`src/rtl/usb_pkg.sv`:
```
// Shared USB definitions: PID codes, CRC residuals, transaction sequencer states
// and a couple of small helpers used by the decoder and the transaction controller.
package usb_pkg;

    typedef enum logic [3:0] {
        PID_OUT   = 4'b0001,
        PID_IN    = 4'b1001,
        PID_SOF   = 4'b0101,
        PID_SETUP = 4'b1101,
        PID_DATA0 = 4'b0011,
        PID_DATA1 = 4'b1011,
        PID_DATA2 = 4'b0111,
        PID_MDATA = 4'b1111,
        PID_ACK   = 4'b0010,
        PID_NAK   = 4'b1010,
        PID_STALL = 4'b1110,
        PID_NYET  = 4'b0110
    } pid_t;

    localparam logic [4:0]  CRC5_RESIDUAL  = 5'b01100;
    localparam logic [15:0] CRC16_RESIDUAL = 16'h800D;

    typedef enum logic [2:0] {
        ST_IDLE        = 3'd0,
        ST_DATA_WAIT   = 3'd1,
        ST_DATA_RX     = 3'd2,
        ST_HS_REQ      = 3'd3,
        ST_IN_REQ      = 3'd4,
        ST_IN_ACK_WAIT = 3'd5
    } txn_state_t;

    function automatic logic is_data_pid(input logic [3:0] pid);
        return (pid == PID_DATA0) || (pid == PID_DATA1);
    endfunction

    // Received byte count includes the two CRC16 bytes.
    function automatic logic [10:0] payload_len(input logic [10:0] cnt);
        return (cnt >= 11'd2) ? cnt - 11'd2 : 11'd0;
    endfunction

endpackage

```
`src/rtl/usb_toggle_bank.sv`:
```
// Per-endpoint DATA0/DATA1 toggle bits with clear-all, set, flip and a read port.
module usb_toggle_bank #(
    parameter int NUM_EP = 4
) (
    input  logic       clk48,
    input  logic       reset,
    input  logic       clear_all,
    input  logic       set_en,
    input  logic       flip_en,
    input  logic [3:0] wr_idx,
    input  logic [3:0] rd_idx,
    output logic       rd_val
);

    logic [NUM_EP-1:0] tog_q;
    logic [15:0]       tog_ext;

    // clear_all wins over set, set wins over flip
    always_ff @(posedge clk48 or posedge reset) begin
        if (reset) begin
            tog_q <= '0;
        end else if (clear_all) begin
            tog_q <= '0;
        end else begin
            for (int i = 0; i < NUM_EP; i++) begin
                if (wr_idx == 4'(i)) begin
                    if (set_en)       tog_q[i] <= 1'b1;
                    else if (flip_en) tog_q[i] <= ~tog_q[i];
                end
            end
        end
    end

    assign tog_ext = 16'(tog_q);
    assign rd_val  = tog_ext[rd_idx];

endmodule

```
`src/rtl/usb_transaction_ctrl.sv`:
```
// Device-side full-speed transaction sequencer: filters tokens, streams OUT/SETUP
// payload to endpoint buffers and chooses the handshake or IN data PID to transmit.
module usb_transaction_ctrl
    import usb_pkg::*;
#(
    parameter int NUM_EP         = 4,
    parameter int TIMEOUT_CYCLES = 64
) (
    input  logic              clk48,
    input  logic              reset,
    input  logic [6:0]        dev_addr,
    input  logic              bus_reset,
    input  logic [3:0]        rx_pid,
    input  logic [6:0]        rx_addr,
    input  logic [3:0]        rx_endp,
    input  logic [10:0]       rx_frame,
    input  logic [7:0]        rx_byte,
    input  logic              rx_byte_valid,
    input  logic              rx_eop,
    input  logic              rx_good,
    input  logic [NUM_EP-1:0] ep_rx_ready,
    input  logic [NUM_EP-1:0] ep_tx_ready,
    input  logic [NUM_EP-1:0] ep_stall,
    output logic [3:0]        ep_sel,
    output logic [7:0]        ep_wr_data,
    output logic              ep_wr_en,
    output logic              ep_rx_commit,
    output logic              ep_rx_discard,
    output logic [10:0]       ep_rx_len,
    output logic              ep_rx_setup,
    output logic              ep_tx_done,
    output logic              tx_req,
    output logic [3:0]        tx_pid,
    input  logic              tx_ack,
    output logic              sof_pulse,
    output logic [10:0]       frame_num,
    output logic [2:0]        state_dbg
);

    localparam int              TW    = $clog2(TIMEOUT_CYCLES + 1);
    localparam logic [TW-1:0]   T_LIM = TW'(TIMEOUT_CYCLES);
    localparam logic [4:0]      EP_LIM = 5'(NUM_EP);

    txn_state_t    state_q, state_n;
    logic [TW-1:0] timer_q, timer_n;
    logic [10:0]   cnt_q, cnt_n;
    logic          is_setup_q, is_setup_n;
    logic [3:0]    ep_sel_n, tx_pid_n, ep_idx;
    logic [7:0]    wr_data_n;
    logic [10:0]   len_n, frame_n;
    logic          wr_en_n, commit_n, discard_n, setup_n, done_n, sof_n;
    logic          tog_rd, tog_set, tog_flip, tog_clear;
    logic          idle_eval, pkt_ok, tok_match;
    logic [15:0]   stall16, rxrdy16, txrdy16;

    // A handshake acknowledged this cycle frees the FSM to take a new packet at once.
    assign idle_eval = (state_q == ST_IDLE) || (state_q == ST_HS_REQ && tx_ack);
    assign ep_idx    = idle_eval ? rx_endp : ep_sel;
    assign stall16   = 16'(ep_stall);
    assign rxrdy16   = 16'(ep_rx_ready);
    assign txrdy16   = 16'(ep_tx_ready);
    assign pkt_ok    = rx_eop & rx_good;
    assign tok_match = pkt_ok && (rx_addr == dev_addr) && ({1'b0, rx_endp} < EP_LIM);
    assign tx_req    = (state_q == ST_HS_REQ) || (state_q == ST_IN_REQ);
    assign state_dbg = state_q;

    usb_toggle_bank #(.NUM_EP(NUM_EP)) u_toggles (
        .clk48     (clk48),
        .reset     (reset),
        .clear_all (tog_clear),
        .set_en    (tog_set),
        .flip_en   (tog_flip),
        .wr_idx    (ep_sel),
        .rd_idx    (ep_idx),
        .rd_val    (tog_rd)
    );

    always_comb begin
        state_n    = state_q;
        ep_sel_n   = ep_sel;
        is_setup_n = is_setup_q;
        cnt_n      = cnt_q;
        tx_pid_n   = tx_pid;
        wr_data_n  = ep_wr_data;
        len_n      = ep_rx_len;
        setup_n    = ep_rx_setup;
        frame_n    = frame_num;
        wr_en_n    = 1'b0;
        commit_n   = 1'b0;
        discard_n  = 1'b0;
        done_n     = 1'b0;
        sof_n      = 1'b0;
        tog_set    = 1'b0;
        tog_flip   = 1'b0;
        tog_clear  = 1'b0;

        case (state_q)
            ST_DATA_WAIT: begin
                if (rx_byte_valid) begin
                    state_n   = ST_DATA_RX;
                    wr_en_n   = 1'b1;
                    wr_data_n = rx_byte;
                    cnt_n     = 11'd1;
                end else if (timer_q == T_LIM) begin
                    state_n = ST_IDLE;
                end
            end
            ST_DATA_RX: begin
                if (rx_byte_valid) begin
                    wr_en_n   = 1'b1;
                    wr_data_n = rx_byte;
                    if (cnt_q != 11'h7FF) cnt_n = cnt_q + 11'd1;
                end
                if (rx_eop) begin
                    state_n  = ST_HS_REQ;
                    tx_pid_n = PID_ACK;
                    if (!rx_good || !is_data_pid(rx_pid)) begin
                        discard_n = 1'b1;
                        state_n   = ST_IDLE;
                    end else if (is_setup_q) begin
                        commit_n = 1'b1;
                        setup_n  = 1'b1;
                        len_n    = payload_len(cnt_q);
                        tog_set  = 1'b1;
                    end else if (stall16[ep_idx]) begin
                        discard_n = 1'b1;
                        tx_pid_n  = PID_STALL;
                    end else if (!rxrdy16[ep_idx]) begin
                        discard_n = 1'b1;
                        tx_pid_n  = PID_NAK;
                    end else if ((rx_pid == PID_DATA1) != tog_rd) begin
                        discard_n = 1'b1;  // host retry of a packet already accepted
                    end else begin
                        commit_n = 1'b1;
                        setup_n  = 1'b0;
                        len_n    = payload_len(cnt_q);
                        tog_flip = 1'b1;
                    end
                end
            end
            ST_HS_REQ:   if (tx_ack) state_n = ST_IDLE;
            ST_IN_REQ:   if (tx_ack) state_n = ST_IN_ACK_WAIT;
            ST_IN_ACK_WAIT: begin
                if (pkt_ok) begin
                    state_n = ST_IDLE;
                    if (rx_pid == PID_ACK) begin
                        done_n   = 1'b1;
                        tog_flip = 1'b1;
                    end
                end else if (timer_q == T_LIM) begin
                    state_n = ST_IDLE;
                end
            end
            default: ;
        endcase

        if (idle_eval && pkt_ok) begin
            if (rx_pid == PID_SOF) begin
                sof_n   = 1'b1;
                frame_n = rx_frame;
            end else if (tok_match && (rx_pid == PID_OUT || rx_pid == PID_SETUP)) begin
                state_n    = ST_DATA_WAIT;
                ep_sel_n   = rx_endp;
                is_setup_n = (rx_pid == PID_SETUP);
                cnt_n      = 11'd0;
            end else if (tok_match && rx_pid == PID_IN) begin
                ep_sel_n = rx_endp;
                if (stall16[ep_idx]) begin
                    state_n  = ST_HS_REQ;
                    tx_pid_n = PID_STALL;
                end else if (!txrdy16[ep_idx]) begin
                    state_n  = ST_HS_REQ;
                    tx_pid_n = PID_NAK;
                end else begin
                    state_n  = ST_IN_REQ;
                    tx_pid_n = tog_rd ? PID_DATA1 : PID_DATA0;
                end
            end
        end

        if (bus_reset) begin
            state_n   = ST_IDLE;
            tog_clear = 1'b1;
            tog_set   = 1'b0;
            tog_flip  = 1'b0;
            wr_en_n   = 1'b0;
            commit_n  = 1'b0;
            done_n    = 1'b0;
            sof_n     = 1'b0;
            discard_n = (state_q == ST_DATA_RX);
        end

        if (state_n != state_q)
            timer_n = '0;
        else if (state_q == ST_DATA_WAIT || state_q == ST_IN_ACK_WAIT)
            timer_n = timer_q + TW'(1);
        else
            timer_n = timer_q;
    end

    always_ff @(posedge clk48 or posedge reset) begin
        if (reset) begin
            state_q       <= ST_IDLE;
            timer_q       <= '0;
            cnt_q         <= '0;
            is_setup_q    <= 1'b0;
            ep_sel        <= '0;
            ep_wr_data    <= '0;
            ep_wr_en      <= 1'b0;
            ep_rx_commit  <= 1'b0;
            ep_rx_discard <= 1'b0;
            ep_rx_len     <= '0;
            ep_rx_setup   <= 1'b0;
            ep_tx_done    <= 1'b0;
            tx_pid        <= '0;
            sof_pulse     <= 1'b0;
            frame_num     <= '0;
        end else begin
            state_q       <= state_n;
            timer_q       <= timer_n;
            cnt_q         <= cnt_n;
            is_setup_q    <= is_setup_n;
            ep_sel        <= ep_sel_n;
            ep_wr_data    <= wr_data_n;
            ep_wr_en      <= wr_en_n;
            ep_rx_commit  <= commit_n;
            ep_rx_discard <= discard_n;
            ep_rx_len     <= len_n;
            ep_rx_setup   <= setup_n;
            ep_tx_done    <= done_n;
            tx_pid        <= tx_pid_n;
            sof_pulse     <= sof_n;
            frame_num     <= frame_n;
        end
    end

endmodule

```
`config.mk`:
```
export PLATFORM = sky130hd
export DESIGN_NAME = usb_transaction_ctrl
export DESIGN_NICKNAME = d
export VERILOG_FILES = /design/src/rtl/usb_pkg.sv /design/src/rtl/usb_toggle_bank.sv /design/src/rtl/usb_transaction_ctrl.sv
export SDC_FILE = /design/constraint.sdc
export NUM_CORES = 1
export LEC_CHECK = 0
export CAP_MARGIN = 20
export CORE_MARGIN = 8
export CORE_UTILIZATION = 35
export CTS_CLUSTER_SIZE = 10
export DETAILED_ROUTE_END_ITERATION = 10
export GPL_TIMING_DRIVEN = 0
export PLACE_DENSITY = 0.68
export SLEW_MARGIN = 20
export SYNTH_ARGS = -nofsm -noshare
export SYNTH_HDL_FRONTEND = slang
export SYNTH_HIERARCHICAL = 1
export SYNTH_SLANG_ARGS = --single-unit
```
`constraint.sdc`:
```
create_clock -name clk48 -period 4.69 [get_ports clk48]
set_clock_uncertainty 0.05 [all_clocks]
set_input_delay 1.1725 -clock clk48 [delete_from_list [all_inputs] [get_ports clk48]]
set_output_delay 1.1725 -clock clk48 [all_outputs]
set_load 0.02 [all_outputs]
```
==> flow_summary.json <==
{
  "status": "finished clean",
  "crit_cells": 14,
  "drt_wl_total_um": 12300,
  "htreeDepth": 3,
  "critPathMaxStageDelay_ns": 0.60,
  "fin_area_um2": 5820,
  "placed_cell_area_um2": 5530,
  "wl_per_cell_um": 17.1,
  "hpwl_um": 9500,
  "slew-limit-headroom": 0.448,
  "critPathBufInv": 2,
  "path_class": "in2reg",
  "peakVddDrop_v": 0.000275,
  "grtUsageTotal": 0.158,
  "synth_top_flop_cell": "dfrtp_1",
  "critPathTopFamily": "compound AO/OA/AOI/OAI gates",
  "ff2ff_path_depth": 13,
  "die_height_um": 126,
  "die_x_um": 126,
  "hold_viol": 0,
  "slowest_stage": "clkdlybuf4s50_1",
  "n_antenna_cell": 0,
  "fin_crit_ns": 4.40,
  "worstPathRequired_ns": 4.88,
  "hold_path_class": "reg2reg",
  "postRouteAntennaNets": 0,
  "overflow": 0,
  "period_share": 0.937,
  "core_area_um2": 11900,
  "cts_tree": "done",
  "clock_latency_ns": 0.35,
  "drt_iter0_drc": 280,
  "synthArstFlopShare": 1.00,
  "hold_depth": 2,
  "die_area_um2": 15900,
  "area_growth_pct": 37.1,
  "gp_congestion": 0.917,
  "path_cells": "clkdlybuf4s50_1 -> a21bo_2 -> a31oi_4 -> or2_4 -> inv_2 -> mux2i_1 -> a2111oi_4 -> xnor2_1 -> nor4_4 -> nand2_1 -> a211oi_2 -> or2_2 -> a21oi_1 -> a311oi_1",
  "syn_nets": 515,
  "worstPathMaxFanout": 8,
  "clk_pin_slew_ns": 0.06,
  "critical_path_arrival_ns": 4.58,
  "cts_hold_buf": 0,
  "end_kind": "flop",
  "yosys_warnings": 6,
  "io_buffers": 107,
  "initial_utilization": 0.356,
  "grt_pass1_vias": 3970,
  "grt_pass1_wl_um": 20300,
  "vias": 3912,
  "seq_area_frac_synth": 0.413,
  "cts_buffers": 9,
  "tns_ns": 0,
  "synth_cells": 449,
  "antenna_found_initial": 0,
  "drc": 0,
  "ys_types": 74,
  "worstSetupStartpointType": "primary input",
  "detail_route.first_pass.iterations": 5,
  "cts.sinks": 70,
  "layout.nets": 634,
  "synth-seq-cells": 70,
  "max_cap_violations": 0,
  "final_cells": 720,
  "pin_count": 108,
  "cts_setup_buffers": 0,
  "num_rows": 40,
  "cts-root-buf": "clkbuf_16",
  "syn_avg_cell_area_um2": 9.46,
  "p_leak_nw": 2.43,
  "tightest_slew_ns": 0.828,
  "drt-vias-per-instance": 5.43,
  "synth_edf_count": 0,
  "clock_path_buffers": 2,
  "clock.fmax_mhz": 227,
  "placedCellCount": 704,
  "synth_area_um2": 4250,
  "final_max_slew_viol_count": 0,
  "rsz0062_at_grt": "false",
  "grt_start_max_net_pins": 49,
  "drive_gt1_frac": 0.124,
  "nFillCells": 1166,
  "power_density_nw_per_um2": 263,
  "setup_viol": 0
}
-- power breakdown --
part           internal [mW]  total [mW]  switching [mW]
logic                  0.136       0.257           0.121
registers              0.634       0.650          0.0161
clock network          0.355       0.622           0.266
-- Yosys cell counts (all sizes together), types with 3 or more instances --
cell	count	area (um^2)
dfrtp	70	1750
nand2	53	199
nor2	41	154
mux2	34	383
a21oi	31	155
o21ai	18	93.8
nand3	17	85.1
xnor2	16	140
inv	15	56.3
nand4	12	75.1
mux2i	10	100
nor4	10	96.4
buf	9	58.8
nor2b	9	58.8
nor3	9	45.0
clkbuf	8	30.0
nand2b	8	50.1
a311oi	6	52.6
ha	6	75.1
or2	5	33.8
or3	5	31.3
a31oi	4	40.0
nor4b	4	47.6
a211oi	3	22.5
and2	3	18.8
and3	3	18.8
o31ai	3	27.5
-- kinds of logic (layout without fill, tap and decap cells) --
kind of cell	count (synthesis)	in the layout	share of synthesized area
fa+ha+maj	6	6	0.0177
xor+xnor	18	18	0.0371
flops	70	70	0.413
compound gates	88	88	0.143
simple gates	191	191	0.241
mux	44	44	0.114
buf+inv	32	156	0.0342
-- layout by cell type, fill, tap and decap left out, types with 12 or more instances in the layout --
master,Yosys,layout
a21oi_1,31,31
clkdlybuf4s50_1,0,107
dfrtp_1,70,70
inv_1,13,12
mux2_2,24,24
nand2_1,53,53
nand3_1,17,17
nand4_1,12,12
nor2_1,41,41
o21ai_0,17,17
xnor2_1,16,16
-- stage by stage --
stage	worst slack, ns	total power [mW]	utilization	hold slack, ns
2_1_floorplan	0.608	0.777	-	0.396
3_3_place_gp	-0.608	0.909	0.462	0.409
3_5_place_dp	-0.607	0.918	0.464	0.416
4_1_cts	0.0975	1.55	0.487	0.430
5_1_grt	0.0350	1.60	0.489	0.451
6_report	0.293	1.53	0.489	0.430
-- cell type report --
type | count | area, um^2 | share of cell area
multi-input cells | 347 | 2370 | 0.407
repair buffers | 108 | 1100 | 0.189
flip-flops and latches | 70 | 1750 | 0.301
well taps | 147 | 184 | 0.0316
plain buffers | 17 | 88.8 | 0.0153
inverters | 15 | 58.8 | 0.0101
clock inverters | 6 | 38.8 | 0.00666
clock buffers | 10 | 229 | 0.0393
-- layer usage --
metal	part of all wire	global-route usage	vias to the layer above
met5	0	0	-
met2	0.49	0.256	125
met1	0.43	0.187	1897
met4	0.019	0.0658	0
met3	0.070	0.0574	17
li1	-	-	1873
-- state kept, by name, indices dropped and copies added (netlist names) --
signal / count
timer_q: 7
sof_pulse: 1
ep_rx_setup: 1
ep_tx_done: 1
ep_rx_commit: 1
ep_sel: 4
tx_pid: 4
is_setup_q: 1
ep_wr_data: 8
state_dbg: 3
u_toggles/tog_q: 4
cnt_q: 11
ep_rx_discard: 1
frame_num: 11
ep_wr_en: 1
ep_rx_len: 11
-- tightest hold or removal path, delay by kind of cell, from the launching register on --
kind             cells  cell delay, ns
DFF                  1            0.34
and+or+nand+nor      2            0.11
-- worst paths after layout --
kind / from / endpoint / slack, ns
worst max-delay path: tx_ack / u_toggles/tog_q[3] / 0.29
worst max register to register: state_dbg[1] / u_toggles/tog_q[3] / 1.14
min in group asynchronous: reset / u_toggles/tog_q[3] / 1.04
worst min register to register: tx_pid[0] / tx_pid[0] / 0.43
worst min-delay path: tx_pid[0] / tx_pid[0] / 0.43
max in group asynchronous: reset / ep_wr_data[0] / 2.96
-- timing repair --
action | CTS | global route
hold endpoints to repair | 0 | 0
pin swaps | 0 | 2
setup endpoints to repair | 4 | 4
gates resized for setup | 2 | 2
Power figures use the tool's default switching activity.
